==> config.mk <==
export PLATFORM = sky130hd
export DESIGN_NAME = hazard_control
export DESIGN_NICKNAME = d
export VERILOG_FILES = /design/src/rtl/hazard_control.sv
export SDC_FILE = /design/constraint.sdc
export NUM_CORES = 1
export LEC_CHECK = 0
export BUFFER_PORTS_ARGS = -buffer_cell sky130_fd_sc_hd__buf_4
export CAP_MARGIN = 10
export CORE_ASPECT_RATIO = 1.4
export CORE_MARGIN = 2
export CORE_UTILIZATION = 50
export DETAILED_ROUTE_END_ITERATION = 8
export PLACE_DENSITY = 0.78
export SLEW_MARGIN = 20
export SYNTH_ARGS = -nofsm -noshare
export SYNTH_HDL_FRONTEND = slang
export SYNTH_SLANG_ARGS = --single-unit
==> constraint.sdc <==
create_clock -name clk -period 7.17 [get_ports clk]
set_clock_uncertainty 0.1 [all_clocks]
set_input_delay 0.717 -clock clk [delete_from_list [all_inputs] [get_ports clk]]
set_output_delay 0.717 -clock clk [all_outputs]
set_load 0.05 [all_outputs]
==> src/rtl/hazard_control.sv <==
// ---------------------------------------------------------------------------
// hazard_control
//   Hazard detection and stall/flush control for the 5-stage MIPS pipeline.
//   Sits beside ID, upstream of the forwarding unit.
//   - Stalls IF/ID and PC, and bubbles ID/EX, on:
//       load-use hazards,
//       a branch that depends on a load now in MEM,
//       MDU busy conflicts.
//   - Flushes IF/ID on a taken branch when ID is not stalled.
//   - Tracks the multiply/divide unit with a 6-bit countdown.
//   - Keeps saturating stall and flush cycle counters.
//
// Ports
//   clk, reset                  clock, synchronous active-high reset
//   IF_ID_*                     decode info for the instruction in ID
//   branch_taken                ID comparator result (already gated by Branch)
//   ID_EX_rt / ID_EX_MemRead    load destination / load flag in EX
//   EX_MEM_rd / EX_MEM_MemRead  destination / load flag in MEM
//   PC_Write, IF_ID_Write       pipeline front-end enables
//   ID_EX_Flush                 insert bubble into ID/EX
//   IF_ID_Flush                 squash the fetched instruction
//   md_busy                     MDU countdown nonzero
//   stall_count, flush_count    saturating performance counters
// ---------------------------------------------------------------------------
module hazard_control #(
    parameter int MULT_LAT = 4,
    parameter int DIV_LAT  = 32,
    parameter int CNT_W    = 16
) (
    input  logic             clk,
    input  logic             reset,
    input  logic [4:0]       IF_ID_rs,
    input  logic [4:0]       IF_ID_rt,
    input  logic             IF_ID_UsesRt,
    input  logic             IF_ID_Branch,
    input  logic             IF_ID_MdStart,
    input  logic             IF_ID_MdIsDiv,
    input  logic             IF_ID_ReadsHiLo,
    input  logic             branch_taken,
    input  logic [4:0]       ID_EX_rt,
    input  logic             ID_EX_MemRead,
    input  logic [4:0]       EX_MEM_rd,
    input  logic             EX_MEM_MemRead,
    output logic             PC_Write,
    output logic             IF_ID_Write,
    output logic             ID_EX_Flush,
    output logic             IF_ID_Flush,
    output logic             md_busy,
    output logic [CNT_W-1:0] stall_count,
    output logic [CNT_W-1:0] flush_count
);

    localparam logic [5:0] MULT_L = 6'(MULT_LAT);
    localparam logic [5:0] DIV_L  = 6'(DIV_LAT);

    logic [5:0]       r_md_cnt;
    logic [CNT_W-1:0] r_stall_cnt;
    logic [CNT_W-1:0] r_flush_cnt;

    logic w_load_use;
    logic w_branch_load_mem;
    logic w_md_hazard;
    logic w_stall;
    logic w_flush;

    // Register $0 is hardwired to zero, so it never carries a dependency.
    assign w_load_use = ID_EX_MemRead && (ID_EX_rt != 5'd0) &&
                        ((ID_EX_rt == IF_ID_rs) ||
                         (IF_ID_UsesRt && (ID_EX_rt == IF_ID_rt)));

    // Branches compare in ID.
    // Load data still in MEM cannot be forwarded in time, so the branch waits.
    // ALU results in EX/MEM are covered by forwarding.
    assign w_branch_load_mem = IF_ID_Branch && EX_MEM_MemRead &&
                               (EX_MEM_rd != 5'd0) &&
                               ((EX_MEM_rd == IF_ID_rs) || (EX_MEM_rd == IF_ID_rt));

    assign md_busy     = (r_md_cnt != 6'd0);
    assign w_md_hazard = md_busy && (IF_ID_MdStart || IF_ID_ReadsHiLo);
    assign w_stall     = w_load_use || w_branch_load_mem || w_md_hazard;

    // A stalled branch has stale operands, so its taken signal is ignored.
    assign w_flush = !w_stall && branch_taken;

    always_comb begin
        PC_Write    = 1'b1;
        IF_ID_Write = 1'b1;
        ID_EX_Flush = 1'b0;
        IF_ID_Flush = 1'b0;
        // During reset the pipeline registers clear themselves.
        // Keep the front end enabled and the control outputs quiet.
        if (!reset) begin
            PC_Write    = !w_stall;
            IF_ID_Write = !w_stall;
            ID_EX_Flush = w_stall;
            IF_ID_Flush = w_flush;
        end
    end

    always_ff @(posedge clk) begin
        if (reset) begin
            r_md_cnt    <= 6'd0;
            r_stall_cnt <= '0;
            r_flush_cnt <= '0;
        end else begin
            // MdStart is held off by md_hazard while busy.
            // A load therefore never clobbers a live count.
            if (IF_ID_MdStart && !w_stall)
                r_md_cnt <= IF_ID_MdIsDiv ? DIV_L : MULT_L;
            else if (r_md_cnt != 6'd0)
                r_md_cnt <= r_md_cnt - 6'd1;

            if (w_stall && (r_stall_cnt != {CNT_W{1'b1}}))
                r_stall_cnt <= r_stall_cnt + 1'b1;
            if (w_flush && (r_flush_cnt != {CNT_W{1'b1}}))
                r_flush_cnt <= r_flush_cnt + 1'b1;
        end
    end

    assign stall_count = r_stall_cnt;
    assign flush_count = r_flush_cnt;

endmodule

==> After elaboration in Yosys (flattened, before gate mapping) <==
Cells that the tools add are included.
{ "totals": {"mem_bits_rw": 0, "memories": 0, "latch_bits": 0, "regBits": 38, "elab_cells": 39, "out_inout_bits": 37, "in_bits": 30, "mem_bits_ro": 0} }
{ "op_classes": {"bitwise_logic": 0, "mul": 0, "reduce_logical": 21, "shift": 0, "order_cmp": 0, "mux": 6, "eq_ne": 6, "div": 0, "add_sub_neg": 3} }
{ "ops": {"columns": ["op", "count"], "rows": [
  ["adder 16 x 1 -> 16 bit, second input constant", 2],
  ["inequality test 16 bit, second input constant", 2],
  ["equality test 5 bit", 4],
  ["2-to-1 mux 6 bit", 3],
  ["logical AND 1 bit", 11],
  ["nonzero test 5 bit", 2],
  ["nonzero test 6 bit", 1],
  ["subtractor 6 x 1 -> 6 bit, second input constant", 1],
  ["logical OR 1 bit", 5],
  ["2-to-1 mux 1 bit", 3],
  ["nonzero test 2 bit", 1],
  ["zero test 1 bit", 1]
]} }

==> Depth between registers and ports, before layout <==
{ "logic_depth": {"ltp_word": 9, "ltp_mapped": 10, "depth_no_buf": 8} }

==> Least setup slack after synthesis <==
OpenSTA, ideal clock, no wires.
{ "synth_path": {"path_kind": "input -> output", "start": "in ID_EX_rt[4]", "end": "out ID_EX_Flush", "path_slack_ns": 3.880, "stages": 6, "n_path_buf": 0, "t_arrival_ns": 2.473, "path_cell_list": "xor2_1 nor4_1 a32oi_1 o221ai_2 nand2_1 inv_1"} }
{ "synth_between": {"elab_chain_len": 7, "word_cells_on_any_way": 10, "cone_classes": "eq/ne (2); mux (1); reduce/logical (7)"} }
{ "synth_rtl": {"columns": ["element", "line_no", "text"], "rows": [
  ["start, declared", "40", "input logic [4:0] ID_EX_rt,"],
  ["equality test 5 bit", "69", "(IF_ID_UsesRt && (ID_EX_rt == IF_ID_rt)));"],
  ["logical AND 1 bit", "69", null],
  ["logical OR 1 bit", "68", "((ID_EX_rt == IF_ID_rs) ||"],
  ["logical AND 1 bit *", "67", "assign w_load_use = ID_EX_MemRead && (ID_EX_rt != 5'd0) &&"],
  ["logical OR 1 bit * (2 in a row)", "80", "assign w_stall = w_load_use || w_branch_load_mem || w_md_hazard;"],
  ["2-to-1 mux 1 bit *", "92", "if (!reset) begin"],
  ["end, declared", "46", "output logic ID_EX_Flush,"]
]} }
Every way passes the cells marked *; elsewhere a longest branch is shown, timed or not.

==> Worst setup path in the final report <==
{ "layout_path": {"start": "reg r_md_cnt[2]", "end": "out IF_ID_Flush"} }
{ "layout_between": {"elab_chain_len": 6} }
{ "layout_rtl": {"columns": ["element", "line_no", "text"], "rows": [
  ["start, declared", "56", "logic [5:0] r_md_cnt;"],
  ["start signal, assigned", "109", "r_md_cnt <= IF_ID_MdIsDiv ? DIV_L : MULT_L;"],
  ["start signal, assigned", "111", "r_md_cnt <= r_md_cnt - 6'd1;"],
  ["nonzero test 6 bit", "78", "assign md_busy = (r_md_cnt != 6'd0);"],
  ["logical AND 1 bit", "79", "assign w_md_hazard = md_busy && (IF_ID_MdStart || IF_ID_ReadsHiLo);"],
  ["logical OR 1 bit", "80", null],
  ["zero test 1 bit", "83", "assign w_flush = !w_stall && branch_taken;"],
  ["logical AND 1 bit", "83", null],
  ["2-to-1 mux 1 bit", "92", null],
  ["end, declared", "47", "output logic IF_ID_Flush,"]
]} }
No other way between the ends.

==> results summary <==
Setup repair after global routing left no endpoint under its margin. The die covers 5180 um^2. A synthesized cell averages 8.27 um^2. Setup slack on the critical path of the routed design comes to 3.85 ns. The final total negative setup slack is 0 ns. The DRC violations left came out at 0. The number of global-route vias before repair is 2141.

Buffers inserted during clock tree synthesis total 5. The quantity of I/O buffers inserted on ports came out at 66. Setup violations remaining at the end of the flow were counted as 0. Once detailed placement completed, the half-perimeter wirelength came to 4.21 mm. The post-route netlist has 26.7% of its cells at a drive strength greater than 1. The area of the placeable core is 4500 um^2. The number of max-cap violations is 0. STA classifies the critical path startpoint as a flop. The static leakage came out at 1.14 nW.

The synthesized design contains 0 enable-type register cells. The largest single stage delay on the critical path is 0.42 ns. For this configuration, the core starts out at a cell density of 51.3%.

The post-synth net total is 313. The worst slack at placement came out at 3.92 ns. The floorplan die height came out at 84.4 um. The die outline width is 61.4 um. The count of fill cells added during filler insertion is 448. In this run, distinct cell masters in the synthesized netlist total 44.

The quantity of hold-fixing buffers added after cts is 0. The share of the yosys chip area belonging to registers is 33.0%. In this run the cell area measured after placement is 2830 um^2. The average via count per standard cell is 5.82. The worst path required time came out at 6.35 ns. The congestion estimate from routability-driven global placement came to 0.852. The number of instances resized during post-cts repair came out at 0. TritonCTS built the clock tree. The number of DRC markers in iteration 0 came out at 126. Traced cell by cell, the critical path runs through or3_4 -> nor3b_4 -> inv_2 -> o21ai_1 -> o221a_4 -> and3_1 -> buf_4. For the worst setup path, the data arrival time is 2.50 ns. On the critical path, the stage with the largest delay is an instance of sky130_fd_sc_hd__o221a_4. The routed length per instance came out at 13.9 um.

The run finished with clean final reports. The cell area after layout came out at 2910 um^2. The number of hold violations in the final report is 0. After synthesis, the share of flip-flops with an asynchronous set or reset is 0%. The flip-flop and latch count after synthesis came out at 38. The transition time at the pin with the least slew margin is 0.668 ns.

The gate count after technology mapping is 279. The largest voltage drop on the vdd net came out at 0.155 mV. Clock tree synthesis selected as its root buffer the cell sky130_fd_sc_hd__clkbuf_8.

The period utilization is 46.3%. The number of ports placed on the die boundary is 67. The max-slew violation total from the final report came to 0. The number of buffers on the longest clock path came out at 2. The maximum fanout along the worst path came out at 28. The total track usage is 22.7%.

During synthesis, Yosys emitted a total of 0 warnings. The time the final worst path needs with I/O delays and setup is 3.32 ns. The number of buffer and inverter stages on the critical path is 2.

In this run the post-CTS setup repair buffer count came out at 0. The total overflow reported by the global router is 0. The total power per unit cell area is 230 nW/um^2. The global-route wire length before repair is 9.22 mm. The detailed-routing iteration count for the pre-antenna-repair pass is 4. Relative to the synthesized area, the layout overhead comes to 25.9%.

Power comes to 667 uW. The maximum number of pins on one net before global-route repair is 44. The number of vias in the routed layout is 2346. The overall routed net length came out at 5.61 mm. The remaining number of nets flagged by the antenna check after routing came out at 0.

The worst setup path is of the flop to output pin kind. The type of the most critical hold path is flop to flop. The number of antenna diodes in the final layout is 0.

The top achievable clock speed is 0.301 GHz. The CTS sink count is 38. The clock-pin slew on the worst setup and hold paths came out at 0.07 ns. The site row count is 29. The initial antenna violation count came to 0. The total number of H-tree levels is 2. The number of nets in the layout is 375. The worst max-slew margin expressed relative to the limit is 55.5%. Grouping stages by cell kind, the critical path spends the most delay in simple AND/OR/NAND/NOR gates. The worst setup path is captured at an output pin. At the later pin of the worst-skew pair, clock insertion delay measures 0.28 ns. For this run, the leading register cell type out of synthesis is sky130_fd_sc_hd__dfxtp_1. The register cell area after layout is 761 um^2. The total area of multi-input combinational cells came out at 1450 um^2. The synthesized cell area is 2310 um^2.
==> routing by layer <==
layer  vias up  GRT usage [%]  wire, um
met3         9           5.70       278
met2        57           39.9      3060
li1       1167              -         -
met4         0           8.90        72
met1      1113           24.9      2200
met5         -              0         0
==> power breakdown <==
part	total (mW)	internal (mW)	switching [mW]
clock network	0.138	0.0653	0.0732
logic	0.275	0.101	0.174
registers	0.253	0.232	0.0217
total	0.667	0.398	0.269
==> sequential cells by signal, indices dropped and copies added, names as in the netlist <==
name / cells
flush_count: 16
stall_count: 16
r_md_cnt: 6
==> cell type report <==
| type | instances | share of cell area [%] |
|---|---|---|
| multi-input combinational | 219 | 49.8 |
| sequential | 38 | 26.2 |
| timing repair buffer | 67 | 17.3 |
| tap | 62 | 2.67 |
| clock buffer | 5 | 2.37 |
| inverter | 10 | 1.29 |
| clock inverter | 2 | 0.344 |
==> cells by family (layout without fill, tap and decap cells) <==
kind of cell / Yosys count / after routing / synth area share (%)
buf+inv: 22 / 84 / 4.28
flops: 38 / 38 / 33.0
xor+xnor: 23 / 23 / 8.73
simple gates: 119 / 119 / 29.3
mux: 7 / 7 / 3.41
fa+ha+maj: 4 / 4 / 2.17
compound gates: 66 / 66 / 19.2
==> stage by stage <==
step	utilization (%)	std cells	hold slack, ns
3_3_place_gp	62.8	396	0.381
2_1_floorplan	-	279	0.369
4_1_cts	64.6	403	0.404
6_report	64.6	403	0.402
3_5_place_dp	62.8	396	0.394
5_1_grt	64.6	403	0.425
==> path summary, 6_finish.rpt <==
path,to,start,cells after the start,slack (ns)
setup / recovery,IF_ID_Flush,r_md_cnt[2]$_SDFFE_PP0P_,7,3.85
hold / removal,stall_count[8]$_SDFFE_PP0P_,stall_count[8]$_SDFFE_PP0P_,2,0.40
setup reg to reg,flush_count[13]$_SDFFE_PP0P_,flush_count[0]$_SDFFE_PP0P_,7,4.70
hold reg to reg,stall_count[8]$_SDFFE_PP0P_,stall_count[8]$_SDFFE_PP0P_,2,0.40
==> synthesized netlist by cell type, drive strengths merged (2+ instances only) <==
cell	n	area, um^2
a32oi	2	17.5
o31ai	16	120
a21oi	26	130
or3	9	62.6
nor4	7	43.8
and2	2	12.5
nand4	3	18.8
nor2	20	75.1
and3	9	56.3
dfxtp	38	761
nand2	12	45.0
clkbuf	8	30.0
nand3	22	110
mux2	7	78.8
nor2b	6	37.5
inv	10	37.5
xor2	22	193
ha	4	50.1
or4b	2	20.0
nor3	8	40.0
buf	4	31.3
o21ai	12	67.6
or4	16	120
==> tightest hold or removal path, cell delays in order (launching register included) <==
cell,delay [ns]
sky130_fd_sc_hd__dfxtp_1,0.33
sky130_fd_sc_hd__o31ai_1,0.07
sky130_fd_sc_hd__a21oi_1,0.05
==> placed cells by master (no fill, tap or decap), types with 2 or more instances in the layout <==
cell	Yosys	layout
sky130_fd_sc_hd__or4_1	16	16
sky130_fd_sc_hd__buf_4	2	67
sky130_fd_sc_hd__mux2_2	7	7
sky130_fd_sc_hd__nand3_1	22	22
sky130_fd_sc_hd__nor2_1	20	20
sky130_fd_sc_hd__ha_1	4	4
sky130_fd_sc_hd__o21ai_2	2	2
sky130_fd_sc_hd__nor2b_1	6	6
sky130_fd_sc_hd__a21oi_1	26	26
sky130_fd_sc_hd__nor3_1	8	8
sky130_fd_sc_hd__nand2_1	12	12
sky130_fd_sc_hd__and3_1	9	9
sky130_fd_sc_hd__dfxtp_1	38	38
sky130_fd_sc_hd__o21ai_0	8	8
sky130_fd_sc_hd__a32oi_1	2	2
sky130_fd_sc_hd__clkinv_2	0	2
sky130_fd_sc_hd__or3_1	7	7
sky130_fd_sc_hd__and2_1	2	2
sky130_fd_sc_hd__or4b_1	2	2
sky130_fd_sc_hd__clkbuf_8	0	5
sky130_fd_sc_hd__nor4_1	7	7
sky130_fd_sc_hd__o21ai_1	2	2
sky130_fd_sc_hd__o31ai_1	16	16
sky130_fd_sc_hd__xor2_1	22	22
sky130_fd_sc_hd__inv_1	9	9
sky130_fd_sc_hd__nand4_1	3	3
Note: power is estimated with default switching activity, not from simulation.
